===== config.mk =====
export PLATFORM = sky130hd
export DESIGN_NAME = ik_job_sequencer
export DESIGN_NICKNAME = d
export VERILOG_FILES = /design/src/rtl/ik_pkg.sv /design/src/rtl/ik_result_fifo.sv /design/src/rtl/ik_job_sequencer.sv
export SDC_FILE = /design/constraint.sdc
export NUM_CORES = 1
export LEC_CHECK = 0
export BUFFER_PORTS_ARGS = -buffer_cell sky130_fd_sc_hd__buf_2
export CORE_MARGIN = 4
export CORE_UTILIZATION = 30
export DETAILED_ROUTE_END_ITERATION = 16
export PLACE_DENSITY = 0.56
export SLEW_MARGIN = 40
export SYNTH_ARGS = -nofsm -noshare
export SYNTH_HDL_FRONTEND = slang
export SYNTH_SLANG_ARGS = --single-unit

===== constraint.sdc =====
create_clock -name clock -period 6.72 [get_ports clock]
set_input_delay 1.344 -clock clock [delete_from_list [all_inputs] [get_ports clock]]
set_output_delay 1.344 -clock clock [all_outputs]
set_load 0.05 [all_outputs]

===== src/rtl/ik_pkg.sv =====
// rtl/ik_pkg.sv - shared constants, state encoding and result layout for the IK job sequencer
package ik_pkg;

    localparam int BIT_WIDTH = 32;
    localparam int FRACTIONS = 15;

    // Squared-radius limits in the Q(2*FRACTIONS) domain of the summed magnitude squares
    localparam logic [63:0] REACH_MIN = 64'd1 << (2 * FRACTIONS);
    localparam logic [63:0] REACH_MAX = 64'd529 << (2 * FRACTIONS);

    typedef enum logic [1:0] {
        ST_IDLE  = 2'd0,
        ST_CHECK = 2'd1,
        ST_DRIVE = 2'd2
    } ik_state_e;

    // Result record layout, LSB first: theta1, theta2, tag, then unreach as the MSB
    localparam int THETA1_LSB = 0;
    localparam int THETA2_LSB = BIT_WIDTH;
    localparam int TAG_LSB    = 2 * BIT_WIDTH;

    function automatic logic [63:0] mag_sq(input logic [BIT_WIDTH-1:0] v);
        logic [63:0] m;
        m = {{(64 - (BIT_WIDTH - 1)){1'b0}}, v[BIT_WIDTH-2:0]};
        return m * m;
    endfunction

endpackage


===== src/rtl/ik_result_fifo.sv =====
// rtl/ik_result_fifo.sv - result queue with registered head and occupancy count
module ik_result_fifo #(
    parameter int DEPTH = 4,
    parameter int WIDTH = 69
) (
    input  logic                     clock,
    input  logic                     rst,
    input  logic                     wr_en,
    input  logic [WIDTH-1:0]         wr_data,
    input  logic                     rd_en,
    output logic                     head_valid,
    output logic [WIDTH-1:0]         head_data,
    output logic [$clog2(DEPTH):0]   count
);

    localparam int AW = $clog2(DEPTH);

    logic [WIDTH-1:0] mem [DEPTH];
    logic [AW-1:0]    wr_ptr;
    logic [AW-1:0]    rd_ptr;
    logic [AW-1:0]    rd_next;
    logic             pop;
    logic [AW:0]      remain;

    assign pop     = rd_en && head_valid;
    assign rd_next = rd_ptr + AW'(pop);
    // Entries already in storage once this cycle's pop is retired; a same-cycle write shows up a cycle later
    assign remain  = count - (AW+1)'(pop);

    always_ff @(posedge clock) begin
        if (wr_en) begin
            mem[wr_ptr] <= wr_data;
        end
    end

    always_ff @(posedge clock or negedge rst) begin
        if (!rst) begin
            wr_ptr     <= '0;
            rd_ptr     <= '0;
            count      <= '0;
            head_valid <= 1'b0;
            head_data  <= '0;
        end else begin
            if (wr_en) begin
                wr_ptr <= wr_ptr + AW'(1);
            end
            rd_ptr     <= rd_next;
            count      <= remain + (AW+1)'(wr_en);
            head_valid <= (remain != '0);
            head_data  <= (remain != '0) ? mem[rd_next] : '0;
        end
    end

endmodule


===== src/rtl/ik_job_sequencer.sv =====
// rtl/ik_job_sequencer.sv - serialises (x, y) jobs into the IK core and queues thetas; IK_REACH_CHECK_EN adds the reach check
module ik_job_sequencer
    import ik_pkg::*;
#(
    parameter int SETTLE_CYCLES = 12,
    parameter int FIFO_DEPTH    = 4,
    parameter int TAG_W         = 4
) (
    input  logic                 clock,
    input  logic                 rst,
    input  logic                 req_valid,
    output logic                 req_ready,
    input  logic [BIT_WIDTH-1:0] req_x,
    input  logic [BIT_WIDTH-1:0] req_y,
    input  logic [TAG_W-1:0]     req_tag,
    output logic [BIT_WIDTH-1:0] x_drv,
    output logic [BIT_WIDTH-1:0] y_drv,
    input  logic [BIT_WIDTH-1:0] th1_in,
    input  logic [BIT_WIDTH-1:0] th2_in,
    output logic                 res_valid,
    input  logic                 res_ready,
    output logic [BIT_WIDTH-1:0] res_theta1,
    output logic [BIT_WIDTH-1:0] res_theta2,
    output logic [TAG_W-1:0]     res_tag,
    output logic                 res_unreach,
    output logic                 busy
);

    localparam int RES_W = 2 * BIT_WIDTH + TAG_W + 1;
    localparam int AW    = $clog2(FIFO_DEPTH);
    localparam int CNT_W = $clog2(SETTLE_CYCLES);
    localparam logic [AW:0]      FULL_CNT = (AW+1)'(FIFO_DEPTH);
    localparam logic [CNT_W-1:0] CNT_LOAD = CNT_W'(SETTLE_CYCLES - 1);

    ik_state_e        state;
    logic [CNT_W-1:0] cnt;
    logic [TAG_W-1:0] tag_q;
    logic             accept;
    logic             push;
    logic [RES_W-1:0] push_data;
    logic             pop;
    logic [RES_W-1:0] head_data;
    logic [AW:0]      fifo_count;

    // A job is only taken when its result slot is already free, so the FIFO can never overflow
    assign req_ready = (state == ST_IDLE) && (fifo_count < FULL_CNT) && rst;
    assign accept    = req_valid && req_ready;
    assign busy      = (state != ST_IDLE);
    assign pop       = res_valid && res_ready;

`ifdef IK_REACH_CHECK_EN
    logic [63:0] reach_sum;
    logic        reachable;

    assign reach_sum = mag_sq(x_drv) + mag_sq(y_drv);
    assign reachable = (reach_sum >= REACH_MIN) && (reach_sum <= REACH_MAX);
`endif

    always_comb begin
        push      = 1'b0;
        push_data = '0;
        if (state == ST_DRIVE && cnt == '0) begin
            push      = 1'b1;
            push_data = {1'b0, tag_q, th2_in, th1_in};
        end
`ifdef IK_REACH_CHECK_EN
        else if (state == ST_CHECK && !reachable) begin
            push      = 1'b1;
            push_data = {1'b1, tag_q, {(2 * BIT_WIDTH){1'b0}}};
        end
`endif
    end

    always_ff @(posedge clock or negedge rst) begin
        if (!rst) begin
            state <= ST_IDLE;
            cnt   <= '0;
            tag_q <= '0;
            x_drv <= '0;
            y_drv <= '0;
        end else begin
            case (state)
                ST_IDLE: begin
                    if (accept) begin
                        x_drv <= req_x;
                        y_drv <= req_y;
                        tag_q <= req_tag;
`ifdef IK_REACH_CHECK_EN
                        state <= ST_CHECK;
`else
                        state <= ST_DRIVE;
                        cnt   <= CNT_LOAD;
`endif
                    end
                end
`ifdef IK_REACH_CHECK_EN
                ST_CHECK: begin
                    if (reachable) begin
                        state <= ST_DRIVE;
                        cnt   <= CNT_LOAD;
                    end else begin
                        state <= ST_IDLE;
                    end
                end
`endif
                ST_DRIVE: begin
                    if (cnt == '0) begin
                        state <= ST_IDLE;
                    end else begin
                        cnt <= cnt - CNT_W'(1);
                    end
                end
                default: state <= ST_IDLE;
            endcase
        end
    end

    ik_result_fifo #(
        .DEPTH (FIFO_DEPTH),
        .WIDTH (RES_W)
    ) u_result_fifo (
        .clock      (clock),
        .rst        (rst),
        .wr_en      (push),
        .wr_data    (push_data),
        .rd_en      (pop),
        .head_valid (res_valid),
        .head_data  (head_data),
        .count      (fifo_count)
    );

    assign res_theta1  = head_data[THETA1_LSB +: BIT_WIDTH];
    assign res_theta2  = head_data[THETA2_LSB +: BIT_WIDTH];
    assign res_tag     = head_data[TAG_LSB +: TAG_W];
    assign res_unreach = head_data[RES_W-1];

endmodule


==> qor.txt <==
worst min path class -> reg -> reg
LEAKAGE -> 7.62 nW
overall routing resource usage -> 0.123
worst skew pair latency -> 0.57 ns
Most used DFF post-synth -> edfxtp_1
Hold WS -> 0.501 ns
Setup Total Neg Slack -> 0 ns
synthesized area -> 15,700 um^2
Peak VDD IR -> 302 uV
dpl ws -> 2.83 ns
Worst Hold Depth -> 1
Yosys top cell by area -> edfxtp_1
TritonCTS Buffers -> 47
final setup margin -> 3.10 ns
clock skew -> 0.0164 ns
fmax -> 276 MHz
area of the multi-input gates -> 3570 um^2
ys async rst share -> 0.354
R2R setup slack -> 3.99 ns
DP Wirelength -> 21,200 um
Worst-path clk slew -> 0.06 ns
IO Count -> 272
fin crit share -> 0.538
Reg2Reg Launch Point -> cnt[0]$_DFFE_PN0P_
final slew viol count -> 0
die width -> 237 um
nets -> 1,225
Fill cells -> 4,854
top-count cell post-synth -> edfxtp_1
Syn-to-layout area delta -> 24.0%
EDFF count, synth -> 272
vias in the first global route -> 8,730
CP Launch Type -> primary input
CP Max Fanout -> 39
ANT nets after route -> 0
crit path kind -> in -> out
CTS Buffer Depth -> 3
via count -> 7,877
Final Hold Viols -> 0
Least-Margin Pin Slew -> 0.727 ns
RSZ-0062 raised after global routing -> false
DRC -> 0
initial antenna violation count -> 4
Initial Util -> 0.304
relative slew slack -> 0.515
first-pass GRT wire length -> 53,200 um
Reg2Reg Depth -> 5
Worst R2R End -> u_result_fifo.mem[1][66]$_DFFE_PP_
status -> completed
1st-iter DRT viols -> 275
H-tree levels -> 2
Die ar. -> 55,900 um^2
WL/cell -> 19.4 um
Worst Setup End Kind -> output pin
Post-DP Area -> 17,800 um^2
Avg Inst Size Synth -> 20.0 um^2
root buf cell -> clkbuf_16
core area -> 51,500 um^2
register area share after synthesis -> 0.759
flops & latches, synth -> 421
Area contributors post-synth -> edfxtp_1 52%, dfrtp_1 24%, mux4_2 9.6%
# rows -> 83
Yosys top cell area share -> 0.521
Power Density -> 517 nW/um^2
hold endpoint -> x_drv[22]$_DFFE_PN0P_
final setup fails -> 0
Resized cells post-CTS -> 0
Synth Net Count -> 932
Final Routed Wirelength -> 34,900 um
Synth Instances -> 785
max cap viols -> 0
Worst Path Required -> 5.38 ns
FF+latch area -> 11,900 um^2
CTS Sinks -> 421
minimum clock period -> 3.62 ns
Remaining Overflow, GRT -> 0
Setup Fix Bufs, Post-CTS -> 0
distinct cell type count of the synthesized netlist -> 30
largest net degree at the start of global routing -> 64
Worst EP arrival -> 2.27 ns
final instance area -> 19,400 um^2
Util after Layout -> 0.377
Die Y -> 237 um
CTS tree -> done
Synth top cells by count -> 272 x edfxtp_1, 149 x dfrtp_1, 73 x and2_1
Yosys warning count -> 0
# hold bufs at CTS -> 0
Port Buf Inserts -> 270
DRT Pass-1 Iters -> 4
Hold Path Origin -> x_drv[22]$_DFFE_PN0P_
routability cong. -> 0.782
Via density -> 4.38
layout cells sized above 1 -> 0.451
[kinds of logic after synthesis]
kind of cell,Yosys count,synth area share
flops,421,0.759
xor+xnor,4,0.00272
compound gates,6,0.00248
mux,138,0.147
other cells,1,0.000239
simple gates,155,0.0629
fa+ha+maj,11,0.00878
buf+inv,49,0.0165
[cell type report]
type / instances / area share
sequential: 421 / 0.612
multi-input combinational: 315 / 0.184
timing repair buffer: 284 / 0.0776
clock buffer: 64 / 0.0669
tap: 680 / 0.0438
clock inverter: 22 / 0.0137
inverter: 9 / 0.00174
antenna: 3 / 0.000386
[where the power goes]
part / internal (mW) / switching, mW
registers: 3.35 / 0.241
clock network: 1.58 / 1.01
logic: 1.31 / 2.56
[layer usage]
layer	track usage	share of wire
met1	0.156	0.42
met2	0.209	0.49
met3	0.0335	0.066
met4	0.0356	0.024
met5	0	0.00034
[sequential cells by signal (all words and copies together), names as in the netlist]
register / count
cnt: 4
state: 1
tag_q: 4
u_result_fifo.count: 3
u_result_fifo.head_data: 68
u_result_fifo.head_valid: 1
u_result_fifo.mem: 272
u_result_fifo.rd_ptr: 2
u_result_fifo.wr_ptr: 2
x_drv: 32
y_drv: 32
[through the flow]
step / cells / power, mW
after floorplan: 785 / 6.58
after CTS: 1794 / 10.2
after global placement: 1707 / 7.56
after detailed placement: 1708 / 7.61
after global routing: 1795 / 10.6
final: 1798 / 10.0
[worst max path at each step]
stage,startpoint,end,slack [ns],depth (start not counted)
after floorplan,rst,req_ready,2.89,1
after global placement,res_ready,u_result_fifo.head_data[18]$_DFF_PN0_,2.81,6
after detailed placement,res_ready,u_result_fifo.head_data[8]$_DFF_PN0_,2.83,6
after CTS,rst,req_ready,3.05,3
after global routing,rst,req_ready,3.00,3
final,rst,req_ready,3.10,3
[critical path, cell delays in order]
cell and delay (ns):
buf_6 0.33, nor3b_1 0.27, buf_2 0.32
[layout by cell type, fill, tap and decap left out, types with 9 or more instances in the layout]
| master | n |
|---|---|
| edfxtp_1 | 272 |
| buf_2 | 269 |
| dfrtp_1 | 149 |
| and2_1 | 69 |
| mux2_2 | 68 |
| mux4_2 | 67 |
| nor2b_1 | 58 |
| clkbuf_16 | 47 |
| clkinv_2 | 12 |
| clkbuf_1 | 11 |
| and2b_1 | 10 |
| ha_1 | 10 |
| inv_1 | 9 |
| buf_4 | 9 |
No activity file was read; power rests on OpenSTA's default activity.
